[config.mk]
export PLATFORM = sky130hd
export DESIGN_NAME = load_store_unit
export DESIGN_NICKNAME = d
export VERILOG_FILES = /design/src/rtl/load_store_unit.sv
export SDC_FILE = /design/constraint.sdc
export NUM_CORES = 1
export LEC_CHECK = 0
export CAP_MARGIN = 10
export CORE_MARGIN = 5
export CORE_UTILIZATION = 40
export DETAILED_ROUTE_END_ITERATION = 6
export GPL_ROUTABILITY_DRIVEN = 0
export HOLD_SLACK_MARGIN = 0.12
export PLACE_DENSITY = 0.84
export SYNTH_ARGS = -nofsm -noshare
export SYNTH_HDL_FRONTEND = slang
export SYNTH_SLANG_ARGS = --single-unit
[constraint.sdc]
create_clock -name clk -period 1.9 [get_ports clk]
set_clock_uncertainty 0.2 [all_clocks]
set_input_delay 0.38 -clock clk [delete_from_list [all_inputs] [get_ports clk]]
set_output_delay 0.38 -clock clk [all_outputs]
set_load 0.005 [all_outputs]
[src/rtl/load_store_unit.sv]
// Load/store unit: turns a decoded access width into one byte-enabled data-memory
// transaction at a time, returning an extended load result or a store completion.
module load_store_unit #(
`ifdef BIT_COUNT_64
  parameter int XLEN    = 64,
`else
  parameter int XLEN    = 32,
`endif
  parameter int TIMEOUT = 16
) (
  input  logic              clk,
  input  logic              reset_n,
  input  logic              req_valid,
  output logic              req_ready,
  input  logic              req_write,
  input  logic [2:0]        req_trunc,
  input  logic [XLEN-1:0]   req_addr,
  input  logic [XLEN-1:0]   req_wdata,
  output logic              stall,
  output logic              resp_valid,
  output logic [XLEN-1:0]   resp_rdata,
  output logic              resp_misaligned,
  output logic              resp_fault,
  output logic              mem_req,
  output logic              mem_we,
  output logic [XLEN-1:0]   mem_addr,
  output logic [XLEN/8-1:0] mem_be,
  output logic [XLEN-1:0]   mem_wdata,
  input  logic              mem_ack,
  input  logic [XLEN-1:0]   mem_rdata,
  output logic [1:0]        dbg_state
);

  localparam int BE_W = XLEN / 8;
  localparam int OFF_W = $clog2(BE_W);
  localparam logic [7:0] TO_LAST = 8'(TIMEOUT - 1);

  typedef enum logic [1:0] {
    IDLE    = 2'd0,
    ACCESS  = 2'd1,
    RESPOND = 2'd2
  } state_t;

  state_t state_q, state_d;

  // Handshake: a request transfers on a rising edge where req_valid and
  // req_ready are both high; mem_ack completes the request held on mem_req.
  logic accept, ack_take, timeout_take;

  logic              write_q;
  logic [XLEN-1:0]   addr_q;
  logic [BE_W-1:0]   be_q;
  logic [XLEN-1:0]   wdata_q;
  logic [OFF_W-1:0]  off_q;
  logic [1:0]        size_q;
  logic              sign_q;
  logic [7:0]        cnt_q;
  logic [XLEN-1:0]   rdata_q;
  logic              mis_q;
  logic              fault_q;

  // Size is log2 of the byte count: 0=byte, 1=half, 2=word, 3=dword.
  logic [1:0] dec_size;
  logic       dec_sign;
  logic       dec_legal;

  always_comb begin
    dec_size  = 2'd0;
    dec_sign  = 1'b0;
    dec_legal = 1'b1;
    case (req_trunc)
      3'd0: begin dec_size = 2'd0; dec_sign = 1'b1; end
      3'd1: begin dec_size = 2'd1; dec_sign = 1'b1; end
      3'd2: begin dec_size = 2'd2; dec_sign = 1'b1; end
      3'd3: dec_size = 2'd0;
      3'd4: dec_size = 2'd1;
      // Code 5 is WORD_UNSIGNED on 64-bit and NO_TRUNC on 32-bit; both are 4 unsigned bytes.
      3'd5: dec_size = 2'd2;
      3'd6: begin
        if (XLEN == 64) dec_size = 2'd3;
        else            dec_legal = 1'b0;
      end
      default: dec_legal = 1'b0;
    endcase
  end

  logic [OFF_W-1:0] req_off;
  logic             off_bad;
  logic             req_misaligned;
  logic [BE_W-1:0]  be_base;
  logic [BE_W-1:0]  req_be;
  logic [XLEN-1:0]  req_wrep;

  assign req_off = req_addr[OFF_W-1:0];

  always_comb begin
    off_bad  = 1'b0;
    be_base  = '1;
    req_wrep = req_wdata;
    case (dec_size)
      2'd0: begin
        off_bad  = 1'b0;
        be_base  = BE_W'(1);
        req_wrep = {BE_W{req_wdata[7:0]}};
      end
      2'd1: begin
        off_bad  = req_off[0];
        be_base  = BE_W'(3);
        req_wrep = {(XLEN/16){req_wdata[15:0]}};
      end
      2'd2: begin
        off_bad  = |req_off[1:0];
        be_base  = BE_W'(15);
        req_wrep = {(XLEN/32){req_wdata[31:0]}};
      end
      default: begin
        off_bad  = |req_off;
        be_base  = '1;
        req_wrep = req_wdata;
      end
    endcase
  end

  assign req_misaligned = !dec_legal || off_bad;
  assign req_be = be_base << req_off;

  // Load extraction: move the addressed lane to bit 0, then mask and extend.
  logic [XLEN-1:0] shifted;
  logic [XLEN-1:0] mask;
  logic            msb;
  logic [XLEN-1:0] load_ext;

  assign shifted = mem_rdata >> {off_q, 3'b000};
  assign mask = (XLEN'(1) << (7'd8 << size_q)) - XLEN'(1);

  always_comb begin
    msb = 1'b0;
    case (size_q)
      2'd0:    msb = shifted[7];
      2'd1:    msb = shifted[15];
      2'd2:    msb = shifted[31];
      default: msb = shifted[XLEN-1];
    endcase
  end

  assign load_ext = (shifted & mask) | ((sign_q && msb) ? ~mask : '0);

  always_ff @(posedge clk or negedge reset_n) begin
    if (!reset_n) state_q <= IDLE;
    else          state_q <= state_d;
  end

  always_comb begin
    state_d      = state_q;
    accept       = 1'b0;
    ack_take     = 1'b0;
    timeout_take = 1'b0;
    case (state_q)
      IDLE: begin
        if (req_valid) begin
          accept  = 1'b1;
          state_d = req_misaligned ? RESPOND : ACCESS;
        end
      end
      ACCESS: begin
        if (mem_ack) begin
          ack_take = 1'b1;
          state_d  = RESPOND;
        end else if (cnt_q == TO_LAST) begin
          timeout_take = 1'b1;
          state_d      = RESPOND;
        end
      end
      RESPOND: state_d = IDLE;
      default: state_d = IDLE;
    endcase
  end

  always_ff @(posedge clk or negedge reset_n) begin
    if (!reset_n) begin
      write_q <= 1'b0;
      addr_q  <= '0;
      be_q    <= '0;
      wdata_q <= '0;
      off_q   <= '0;
      size_q  <= 2'd0;
      sign_q  <= 1'b0;
      cnt_q   <= 8'd0;
      rdata_q <= '0;
      mis_q   <= 1'b0;
      fault_q <= 1'b0;
    end else begin
      if (accept) begin
        write_q <= req_write;
        addr_q  <= {req_addr[XLEN-1:OFF_W], OFF_W'(0)};
        be_q    <= req_be;
        wdata_q <= req_wrep;
        off_q   <= req_off;
        size_q  <= dec_size;
        sign_q  <= dec_sign;
        cnt_q   <= 8'd0;
        rdata_q <= '0;
        mis_q   <= req_misaligned;
        fault_q <= 1'b0;
      end
      if (state_q == ACCESS && !mem_ack && cnt_q != 8'hFF) cnt_q <= cnt_q + 8'd1;
      if (ack_take && !write_q) rdata_q <= load_ext;
      if (timeout_take) fault_q <= 1'b1;
    end
  end

  // Memory-side outputs are forced low outside ACCESS so a stale request never leaks.
  assign req_ready       = (state_q == IDLE);
  assign stall           = !req_ready;
  assign mem_req         = (state_q == ACCESS);
  assign mem_we          = mem_req && write_q;
  assign mem_addr        = mem_req ? addr_q  : '0;
  assign mem_be          = mem_req ? be_q    : '0;
  assign mem_wdata       = mem_req ? wdata_q : '0;
  assign resp_valid      = (state_q == RESPOND);
  assign resp_rdata      = resp_valid ? rdata_q : '0;
  assign resp_misaligned = resp_valid && mis_q;
  assign resp_fault      = resp_valid && fault_q;
  assign dbg_state       = state_q;

endmodule

==> results of run 1 <==
==> state kept, by name, summed over array words and instances, names as in the netlist <==
signal / flops
addr_q: 30
mis_q: 1
sign_q: 1
size_q: 2
fault_q: 1
rdata_q: 32
cnt_q: 8
off_q: 2
wdata_q: 32
be_q: 4
dbg_state: 2
write_q: 1
==> kinds of logic (layout without fill, tap and decap cells) <==
group | after synthesis | count (layout) | share of synthesized area
simple gates | 328 | 329 | 0.251
compound gates | 129 | 129 | 0.147
flops | 116 | 116 | 0.459
mux | 60 | 60 | 0.0986
buf+inv | 56 | 354 | 0.0380
xor+xnor | 2 | 2 | 0.00396
fa+ha+maj | 1 | 1 | 0.00198
other cells | 1 | 2 | 0.000593
==> metrics by stage <==
step                power (mW)  std cells  cell area [sq um]  worst slack [ns]
floorplan                 5.23        694               6320           0.00516
global placement          6.78       1144               9190            -0.435
detailed placement        6.89       1144               9190            -0.532
CTS                       10.4       1193              10000            -0.610
global route              11.4       1209              10500            -0.476
finish                    10.9       1209              10500            -0.402
==> cells in the mapped netlist, drive strengths merged, types with 3 or more instances <==
cell | count | share of area
and2 | 101 | 0.10
inv | 6 | 0.0036
dfrtp | 116 | 0.46
a22o | 9 | 0.012
nor2 | 24 | 0.015
nor3 | 3 | 0.0024
a31oi | 3 | 0.0053
o2bb2ai | 6 | 0.0083
a211oi | 9 | 0.011
and3 | 5 | 0.0049
buf | 17 | 0.015
a21o | 3 | 0.0036
mux2i | 42 | 0.067
a211o | 11 | 0.015
nand2 | 169 | 0.10
clkbuf | 33 | 0.020
a21oi | 20 | 0.016
a22oi | 9 | 0.011
mux2 | 18 | 0.032
a221o | 15 | 0.024
nor2b | 13 | 0.013
o21ai | 32 | 0.025
==> power breakdown <==
part | internal [mW] | switching (mW)
clock | 2.00 | 1.18
sequential | 3.19 | 0.497
combinational | 2.16 | 1.84
==> per-layer routing <==
metal | routed length [um] | GRT usage | vias to the layer above | share of wire
li1 | - | - | 2953 | -
met1 | 8680 | 0.281 | 3076 | 0.38
met2 | 11200 | 0.382 | 326 | 0.50
met3 | 1970 | 0.0687 | 59 | 0.087
met4 | 774 | 0.103 | 0 | 0.034
met5 | 0 | 0 | - | 0
==> worst min-delay path: cells and delay by family, from the launching register on <==
family | cells | cell delay [ns]
AND/OR/NAND/NOR | 2 | 0.11
flip-flops | 1 | 0.33
==> worst min path at each step <==
stage | to | slack (ns) | cells past startpoint
after floorplan | addr_q[10] | -0.12 | 0
after global placement | rdata_q[1] | 0.20 | 1
after detailed placement | rdata_q[1] | 0.20 | 1
after CTS | addr_q[23] | 0.27 | 2
after global routing | addr_q[26] | 0.29 | 3
final | addr_q[23] | 0.27 | 2
==> layout make-up <==
class                   instances  area share
repair buffers                316       0.307
clock buffers                  20      0.0433
multi-input cells             523       0.333
inverters                       6     0.00214
clock inverters                12      0.0124
flip-flops and latches        116       0.276
well taps                     216      0.0257
==> timing repair <==
action	CTS	global route
endpoints found under the setup margin	144	153
hold buffers	1	0
gates resized for setup	309	219
gates cloned	5	7
setup buffers	11	15
hold endpoints to repair	29	0
pin swaps	4	41
==> results.json, run 1 <==
{
  "outcome": "complete, but fails checks",
  "violations": "negative setup slack",
  "synth_seq_cells": 116,
  "dp_hpwl_mm": 15.2,
  "antenna_cells": 0,
  "start_util": 0.402,
  "synth_cell_types": 54,
  "worst-path-stages": 7,
  "max_stage_delay_ns": 0.43,
  "syn_inst": 693,
  "powerDensity_nw_per_um2": 1030,
  "fmax_mhz": 434,
  "overflow": 0,
  "synthArstFlopShare": 1.00,
  "fin_ws_ns": -0.402,
  "final_cell_mix": "nand2_1 (162), dfrtp_1 (114), clkdlybuf4s50_1 (100)",
  "reg2reg_slack_ns": -0.10,
  "total_leakage_power_nw": 5.11,
  "vias": 6414,
  "cp_max_fo": 6,
  "core-area_sq_um": 15700,
  "drt-wirelength-per-cell_um": 18.8,
  "cts_max_level": 4,
  "critical-path-top-delay-family": "buffers and inverters",
  "worst_slew_pin_slew_ns": 0.538,
  "finalNetCount": 1085,
  "grt_max_degree": 35,
  "drive_gt1_frac": 0.348,
  "grt_util_all_layers": 0.232,
  "end_kind": "primary output",
  "synth_seq_area_share": 0.459,
  "cp-startpoint": "dbg_state[1]",
  "rsz0062_at_grt": "true",
  "hold_slack_ns": 0.266,
  "insertion_delay_ns": 0.41,
  "setup_tns_ns": -33.04,
  "reg2regPathDepth": 5,
  "cts_tree": "built",
  "cts_root_buffer": "clkbuf_16",
  "num_io_pins": 213,
  "cts.path.max_buffers": 2,
  "cpMostUsedCell": "buf_6",
  "grt_pass1_vias": 6360,
  "slew_headroom": 0.641,
  "grt_pass1_wl_mm": 33.4,
  "clkSinkCount": 116,
  "ir_drop_uv": 766,
  "row_count": 46,
  "synth_area_sq_um": 6320,
  "timing.critical_path.cells": "buf_6 > nor2b_4 > buf_6 > buf_8 > buf_16 > and2_4 > buf_6",
  "slew_viol_final": 0,
  "clkTransAtPathRegs_ns": 0.05,
  "synth_edf_count": 0,
  "cts-buffers-inserted": 17,
  "cp-start-kind": "flip-flop",
  "critPathRequiredTime_ns": 1.32,
  "arrival_ns": 1.72,
  "die_x_um": 136,
  "hp-start": "addr_q[23]",
  "areaGrowthSynthToFinish_pct": 66.7,
  "period_share": 1.21,
  "finalHoldViolations": 0,
  "avgSynthCellArea_sq_um": 9.12,
  "min_period_ns": 2.30,
  "cap_violations": 0,
  "cp-endpoint": "mem_wdata[25]",
  "final.fill_count": 1173,
  "r2r_start": "dbg_state[1]",
  "setup_violations": 128,
  "rr_endpoint": "cnt_q[3]",
  "die_h_um": 136,
  "dieArea_sq_um": 18400,
  "cp_slowest_cell": "dfrtp_2",
  "path_buf_inv": 5,
  "path_class": "reg2out",
  "drc": 0,
  "final_antenna_net_count": 0,
  "final_common_cell": "nand2_1",
  "drtIter0Drc": 383,
  "fin_util": 0.671,
  "seq_area_sq_um": 2910,
  "vias_per_cell": 5.31,
  "grt_antenna_before_repair": 0,
  "multi_input_area_sq_um": 3510,
  "hp-class": "reg2reg",
  "ys_warn_count": 0,
  "wl_mm": 22.7,
  "port_buffers": 210,
  "synth-main-ff-cell": "dfrtp_1",
  "dr.pass1.iters": 5
}
Power figures use the tool's default switching activity.
==> inputs of run 2 (changes only) <==
--- a/config.mk
+++ b/config.mk
@@ -7,11 +7,11 @@
 export LEC_CHECK = 0
 export CAP_MARGIN = 10
 export CORE_MARGIN = 5
-export CORE_UTILIZATION = 40
+export CORE_UTILIZATION = 42
 export DETAILED_ROUTE_END_ITERATION = 6
 export GPL_ROUTABILITY_DRIVEN = 0
 export HOLD_SLACK_MARGIN = 0.12
-export PLACE_DENSITY = 0.84
+export PLACE_DENSITY = 0.88
 export SYNTH_ARGS = -nofsm -noshare
 export SYNTH_HDL_FRONTEND = slang
 export SYNTH_SLANG_ARGS = --single-unit
==> run 2 against run 1 <==
- the flow still finishes with violations (negative setup slack)
- sequential cell count did not move
- clock power up 17%
- critical endpoint is now resp_rdata[12]
- cell count down 1.4%
- count of clock-buffer cells in the layout grew 3
==> results.json, run 2 (same netlist as run 1, synthesis figures left out) <==
{
  "outcome": "complete, but fails checks",
  "violations": "negative setup slack",
  "insertion_delay_ns": 0.41,
  "setup_violations": 143,
  "final.fill_count": 901,
  "dp_hpwl_mm": 15.3,
  "cts.path.max_buffers": 2,
  "seq_area_sq_um": 2900,
  "slew_headroom": 0.571,
  "start_util": 0.432,
  "worst_slew_pin_slew_ns": 0.642,
  "overflow": 0,
  "port_buffers": 210,
  "internal_power_mw": 8.28,
  "powerDensity_nw_per_um2": 1080,
  "drc": 0,
  "grt_max_degree": 50,
  "rsz0062_at_grt": "true",
  "cp-start-kind": "flip-flop",
  "ir_drop_uv": 603,
  "post_dp_cell_area_sq_um": 9110,
  "path_class": "reg2out",
  "grt_util_all_layers": 0.262,
  "swShare": 0.313,
  "grt_antenna_before_repair": 0,
  "vias": 6601,
  "cts_max_level": 4,
  "total_leakage_power_nw": 5.39,
  "die_x_um": 133,
  "cap_violations": 0,
  "final_antenna_net_count": 0,
  "finalHoldViolations": 0,
  "pwr-share-clk": 0.309,
  "end_kind": "primary output",
  "die_h_um": 133,
  "fin_ws_ns": -0.483,
  "drive_gt1_frac": 0.399,
  "fin_util": 0.758,
  "r2r_start": "dbg_state[1]",
  "cts_tree": "built",
  "switchingPower_mw": 3.76,
  "fmax_mhz": 420,
  "row_count": 44,
  "drtIter0Drc": 560,
  "cp_max_fo": 3,
  "slew_viol_final": 0,
  "clkSinkCount": 116,
  "dieArea_sq_um": 17600,
  "clkTransAtPathRegs_ns": 0.06,
  "grt_pass1_wl_mm": 36.3,
  "min_period_ns": 2.38,
  "cts_root_buffer": "clkbuf_16",
  "reg2reg_slack_ns": -0.15,
  "top_regs": "rdata_q x32, wdata_q x32, addr_q x30",
  "antenna_cells": 0,
  "multi_input_area_sq_um": 3640,
  "finalNetCount": 1100,
  "sequentialPowerShare": 0.308,
  "cts-buffers-inserted": 17,
  "design_area_sq_um": 11100,
  "comb_power_share": 0.384,
  "final_common_cell": "nand2_1",
  "final_cell_mix": "nand2_1 (163), buf_6 (121), dfrtp_1 (115)",
  "period_share": 1.25,
  "areaGrowthSynthToFinish_pct": 75.6,
  "reg2regPathDepth": 7,
  "hp-class": "in2async",
  "core-area_sq_um": 14600,
  "rr_endpoint": "rdata_q[14]",
  "critPathRequiredTime_ns": 1.32,
  "drt-wirelength-per-cell_um": 20.9,
  "grt_pass1_vias": 6591,
  "num_io_pins": 213,
  "dr.pass1.iters": 5,
  "wl_mm": 24.9,
  "vias_per_cell": 5.54,
  "arrival_ns": 1.80
}
==> run 2: changes by cell type in the layout (fill, tap and decap cells not counted), moves of 6 or more <==
| cell | delta |
|---|---|
| and2_4 | +33 |
| buf_2 | -11 |
| clkbuf_2 | -7 |
| clkdlybuf4s15_2 | -15 |
| buf_12 | +6 |
| buf_6 | +56 |
| and2_1 | -33 |
| buf_4 | -9 |
==> run 2: critical path, stage by stage, from the launching register on <==
cell	delay (ns)
dfrtp_1	0.39
buf_4	0.15
nor2b_4	0.14
buf_6	0.13
buf_6	0.11
buf_6	0.11
buf_6	0.10
and2_4	0.15
buf_6	0.11
==> run 2: worst max-delay path by stage <==
stage | end | slack, ns | from | depth (start not counted)
global route | resp_rdata[12] | -0.53 | dbg_state[1] | 8
CTS | resp_rdata[8] | -0.55 | dbg_state[0] | 4
floorplan | cnt_q[5] | 0.005 | dbg_state[1] | 5
detailed placement | rdata_q[15] | -0.40 | mem_rdata[31] | 5
finish | resp_rdata[12] | -0.48 | dbg_state[1] | 8
global placement | rdata_q[15] | -0.37 | mem_rdata[31] | 5
==> run 2: area by class of cell <==
type	instances	share of cell area
multi-input combinational	523	0.328
timing repair buffer	331	0.327
sequential	116	0.262
clock buffer	23	0.0431
tap	184	0.0207
clock inverter	9	0.0178
inverter	6	0.00203
==> run 2: repair_timing <==
action / CTS / global route
pin swaps: 48 / 36
endpoints found under the setup margin: 141 / 189
hold endpoints to repair: 116 / 0
hold buffers: 1 / 0
resized for setup: 507 / 210
setup buffers: 31 / 16
cloned: 14 / 5
==> run 2: stage by stage <==
step                power (mW)  cells  hold slack (ns)  setup TNS (ns)  setup slack (ns)
floorplan                 5.23    694           -0.116               0           0.00516
global placement          6.83   1105            0.107          -35.39            -0.367
detailed placement        6.95   1105            0.110          -39.33            -0.397
CTS                       11.4   1181            0.224          -42.59            -0.548
global route              12.6   1192            0.263          -48.53            -0.534
finish                    12.0   1192            0.235          -39.63            -0.483
==> run 2: power groups by stage <==
stage	Combinational [mW]	Sequential, mW	Clock, mW
floorplan	1.74	3.49	0
global route	4.94	3.77	3.88
global placement	3.22	3.60	0
CTS	4.08	3.64	3.73
finish	4.62	3.70	3.72
detailed placement	3.32	3.63	0
==> run 2: metal layers <==
| metal | part of all wire | global-route usage | wire [um] |
|---|---|---|---|
| met5 | 0 | 0 | 0 |
| met4 | 0.043 | 0.118 | 1070 |
| met3 | 0.077 | 0.0718 | 1930 |
| met2 | 0.50 | 0.444 | 12500 |
| met1 | 0.38 | 0.310 | 9410 |
